<file path="src/rtl/rf_scan_reader.sv">
// Debug scanner for a spare register-file read port: walks r0..r31, captures
// each word and hands address/data pairs to the display path.
module rf_scan_reader #(
  parameter int DWELL_CYCLES = 50_000_000,
  parameter int CNT_W        = 26
) (
  input  logic        clk,
  input  logic        rstn,
  input  logic        en_i,
  input  logic        skip_zero_i,
  input  logic        step_i,
  output logic [4:0]  rf_addr_o,
  input  logic [31:0] rf_data_i,
  output logic [4:0]  disp_addr_o,
  output logic [31:0] disp_data_o,
  output logic        disp_valid_o,
  output logic        busy_o
);

  typedef enum logic [1:0] {IDLE, READ, DWELL} state_t;

  typedef struct packed {
    logic [4:0]  addr;
    logic [31:0] data;
  } disp_t;

  localparam logic [CNT_W-1:0] CNT_LAST = CNT_W'(DWELL_CYCLES - 1);

  state_t           state;
  logic [4:0]       idx;
  logic [4:0]       skip_cnt;
  logic [CNT_W-1:0] cnt;
  disp_t            disp_q;
  logic [2:0]       step_pipe;
  logic             step_edge;
  logic             skip_now;

  // Two synchroniser flops plus one delay flop for edge detection.
  always_ff @(posedge clk or negedge rstn) begin
    if (!rstn) step_pipe <= '0;
    else       step_pipe <= {step_pipe[1:0], step_i};
  end

  assign step_edge = step_pipe[1] & ~step_pipe[2];

  // skip_cnt caps the skip chain so the 32nd consecutive read always captures.
  assign skip_now = skip_zero_i && ((idx == 5'd0) || (rf_data_i == 32'd0))
                    && (skip_cnt != 5'd31);

  always_ff @(posedge clk or negedge rstn) begin
    if (!rstn) begin
      state        <= IDLE;
      idx          <= '0;
      skip_cnt     <= '0;
      cnt          <= '0;
      disp_q       <= '0;
      disp_valid_o <= 1'b0;
      busy_o       <= 1'b0;
    end else begin
      disp_valid_o <= 1'b0;
      case (state)
        IDLE: begin
          cnt <= '0;
          if (en_i || step_edge) begin
            state  <= READ;
            busy_o <= 1'b1;
          end
        end
        READ: begin
          idx <= idx + 5'd1;
          if (skip_now) begin
            skip_cnt <= skip_cnt + 5'd1;
          end else begin
            skip_cnt     <= '0;
            disp_q.addr  <= idx;
            disp_q.data  <= rf_data_i;
            disp_valid_o <= 1'b1;
            state        <= en_i ? DWELL : IDLE;
            busy_o       <= en_i;
          end
        end
        DWELL: begin
          if (!en_i) begin
            state  <= IDLE;
            busy_o <= 1'b0;
            cnt    <= '0;
          end else if (cnt == CNT_LAST) begin
            state <= READ;
            cnt   <= '0;
          end else begin
            cnt <= cnt + 1'b1;
          end
        end
        default: begin
          state  <= IDLE;
          busy_o <= 1'b0;
          cnt    <= '0;
        end
      endcase
    end
  end

  assign rf_addr_o   = idx;
  assign disp_addr_o = disp_q.addr;
  assign disp_data_o = disp_q.data;

endmodule

</file>
<file path="config.mk">
export PLATFORM = sky130hd
export DESIGN_NAME = rf_scan_reader
export DESIGN_NICKNAME = d
export VERILOG_FILES = /design/src/rtl/rf_scan_reader.sv
export SDC_FILE = /design/constraint.sdc
export NUM_CORES = 1
export LEC_CHECK = 0
export CORE_UTILIZATION = 65
export CTS_CLUSTER_DIAMETER = 200
export CTS_CLUSTER_SIZE = 14
export DETAILED_ROUTE_END_ITERATION = 7
export DONT_BUFFER_PORTS = 1
export PLACE_DENSITY = 0.85
export REMOVE_ABC_BUFFERS = 1
export SYNTH_ARGS = -nofsm -noshare
export SYNTH_HDL_FRONTEND = slang
export SYNTH_SLANG_ARGS = --single-unit
</file>
<file path="constraint.sdc">
create_clock -name clk -period 3.55 [get_ports clk]
set_input_delay 0.5325 -clock clk [delete_from_list [all_inputs] [get_ports clk]]
set_output_delay 0.5325 -clock clk [all_outputs]
set_load 0.02 [all_outputs]
</file>
==> results_dict.tcl <==
set metrics [dict create \
    insertion_delay_ns 0.35 \
    place.gp.congestion 0.7966 \
    period_share 0.6597 \
    ant_nets 0 \
    cts_tree "yes" \
    cp-start-kind "flop" \
    cp_data_required_time_ns 3.78 \
    clockBufferDepth 2 \
    path_buf_inv 1 \
    slew_violations 0 \
    areaGrowthSynthToFinish_pct 7.547 \
    fin_nets 360 \
    synthFlopType "dfrtp_1" \
    crit_path_frequent_cell "ha_1" \
    clock_sinks 80 \
    synth_edf_count 0 \
    vdd_ir_drop_max_uv 650.3 \
    firstDrtPassIters 4 \
    rows 26 \
    start_util 0.6933 \
    power.density_nw_per_um2 805.4 \
    total_power_mw 3.145 \
    port_buffers 0 \
    ys_ff_latch 80 \
    fin_worst_skew_ns 0.005307 \
    vias 2490 \
    p_leak_nw 1.618 \
    grt_pass1_wl_um 12180 \
    nFillCells 337 \
    seq_area_frac_synth 0.5513 \
    crit_path_end_kind "flop" \
    yosys.cell_types.count 46 \
    viasPerCell 6.336 \
    cp_max_fo 39 \
    clk_root_buffer_cell "clkbuf_8" \
    setup.worst_path.class "reg2reg" \
    grtUsageTotal 0.2662 \
    status "finished, final reports clean" \
    syn_inst 314 \
    syn_avg_cell_area_sq_um 11.56 \
    dp.final_hpwl_um 4813 \
    synth.cell_area_sq_um 3631 \
    hold_violations 0 \
    fp.dieW_um 76.74 \
    die_h_um 76.74 \
    cts-buffers-inserted 9 \
    fmax_ghz 0.4270 \
    core_sq_um 5238 \
    grt_max_degree 81 \
    grt-ovfl-total 0 \
    worst_pin_slew_ns 0.9415 \
    grt_pass1_vias 2491 \
    setup_viol 0 \
    cp_cell_sequence "ha_1 -> and3_1 -> ha_1 -> nor2b_1 -> a21oi_4 -> buf_4 -> mux2_2" \
    die_area_sq_um 5889 \
    cpPeakStageDelay_ns 0.46 \
    arrival_ns 2.57 \
    clkTransAtPathRegs_ns 0.08 \
    grt_setup_unrepaired "false" \
    critical-path-top-delay-family "simple AND/OR/NAND/NOR gates" \
    num_antenna_cells 0 \
    io_pins 81 \
    cap_violations 0 \
    cts_max_level 3 \
    setup-tns-final_ns 0 \
    async_flop_share 1.000 \
    yosys_warnings 0 \
    layout-drive-gt1-share 0.2074 \
    cts_setup_buffers 0 \
    cts_resized 0 \
    wirelength_um 7337 \
    layout_min_cycle_time_ns 2.342 \
    hold_class "in2async" \
    cts-hold-fix-buffers 1 \
    detailedRoute.firstIterationViolations 247 \
    drcViolationCount 0 \
    antenna_found_initial 0 \
    wl_per_cell_um 18.67 \
    maxSlewHeadroom 0.3710 \
    worst_path_max_delay_cell "nor2b_1" \
]
==> metal layers <==
| metal | vias to the layer above | global-route usage | part of all wire |
|---|---|---|---|
| met5 | - | 0 | 0 |
| met4 | 0 | 0.1135 | 0.020 |
| met3 | 22 | 0.05357 | 0.056 |
| met2 | 101 | 0.4321 | 0.51 |
| met1 | 1237 | 0.3488 | 0.41 |
| li1 | 1130 | - | - |
==> cells by family after synthesis <==
group,synth area share
compound gates,0.06410
xor+xnor,0.04583
fa+ha+maj,0.01723
buf+inv,0.02481
flops,0.5513
mux,0.1206
simple gates,0.1761
==> registers in the layout, summed over array words and instances (netlist names) <==
signal and cells:
busy_o 1, state 2, cnt 26, disp_data_o 32
disp_valid_o 1, step_pipe 3, disp_addr_o 5, rf_addr_o 5
skip_cnt 5
==> worst paths after layout <==
kind	from	endpoint	slack, ns	cells past startpoint
max in group asynchronous	rstn	rf_addr_o[3]$_DFFE_PN0N_	3.17	1
min reg2reg	step_pipe[0]$_DFF_PN0_	step_pipe[1]$_DFF_PN0_	0.36	0
min in group clk	step_i	step_pipe[0]$_DFF_PN0_	0.21	0
min	rstn	disp_data_o[16]$_DFFE_PN0P_	0.07	1
max reg2reg	skip_cnt[0]$_DFFE_PN0N_	disp_data_o[6]$_DFFE_PN0P_	1.21	7
max	skip_cnt[0]$_DFFE_PN0N_	disp_data_o[6]$_DFFE_PN0P_	1.21	7
==> per-stage QoR <==
stage,instance area [sq um],utilization,cells,hold slack [ns],worst slack (ns)
6_report,3905,0.7456,393,0.07391,1.208
5_1_grt,3905,0.7456,393,0.09447,1.075
4_1_cts,3905,0.7456,393,0.08343,1.230
3_5_place_dp,3681,0.7028,376,0.2385,1.241
3_3_place_gp,3681,0.7028,376,0.2383,1.299
2_1_floorplan,3571,-,304,0.2369,0.8363
==> placed cells by master, fill, tap and decap left out, types with 2 or more instances in the layout <==
| cell type | count |
|---|---|
| xor2_1 | 5 |
| a21oi_1 | 9 |
| a31oi_1 | 6 |
| buf_4 | 2 |
| o311ai_0 | 2 |
| mux2_2 | 38 |
| nor3_1 | 6 |
| nand2_1 | 26 |
| or4b_1 | 2 |
| clkbuf_8 | 9 |
| nor2b_1 | 3 |
| and2_1 | 2 |
| nand4_1 | 8 |
| nor2_1 | 21 |
| nand3_1 | 10 |
| and3_1 | 4 |
| o21ai_0 | 10 |
| nand2b_1 | 7 |
| nor4_1 | 16 |
| ha_1 | 5 |
| clkinv_4 | 2 |
| xnor2_1 | 14 |
| nand4_2 | 2 |
| dfrtp_1 | 80 |
| inv_1 | 8 |
==> cells in the mapped netlist, types with 2 or more instances <==
cell | count | area share
or4b_1 | 2 | 0.0055
inv_1 | 8 | 0.0083
mux2_2 | 38 | 0.12
xor2_1 | 5 | 0.012
buf_6 | 2 | 0.0062
a21oi_1 | 9 | 0.012
nor3_1 | 6 | 0.0083
nor4_1 | 16 | 0.028
nand2b_1 | 7 | 0.012
nand3_1 | 10 | 0.014
a31oi_1 | 6 | 0.010
nand4_1 | 8 | 0.014
o311ai_0 | 2 | 0.0048
nor2_1 | 21 | 0.022
ha_1 | 5 | 0.017
nand4_2 | 2 | 0.0069
o21ai_0 | 10 | 0.014
nand2_1 | 26 | 0.027
buf_2 | 3 | 0.0041
and3_1 | 4 | 0.0069
a21oi_2 | 2 | 0.0048
xnor2_1 | 14 | 0.034
nor2b_1 | 3 | 0.0052
dfrtp_1 | 80 | 0.55
and2_1 | 2 | 0.0034
clkbuf_1 | 3 | 0.0031
==> report_power, final <==
part | switching [mW] | internal [mW] | leakage (nW)
Combinational | 0.367 | 0.377 | 0.507
Sequential | 0.546 | 1.19 | 1.01
Clock | 0.338 | 0.329 | 0.0968
Total | 1.25 | 1.89 | 1.62
==> final cells by class <==
type | count | area (sq um) | share of cell area
flip-flops and latches | 80 | 2002 | 0.5127
repair buffers | 3 | 42.54 | 0.01089
inverters | 8 | 30.03 | 0.007690
well taps | 70 | 87.58 | 0.02243
clock buffers | 10 | 127.6 | 0.03268
clock inverters | 6 | 68.82 | 0.01762
multi-input cells | 216 | 1546 | 0.3960
No activity file was read; power rests on OpenSTA's default activity.
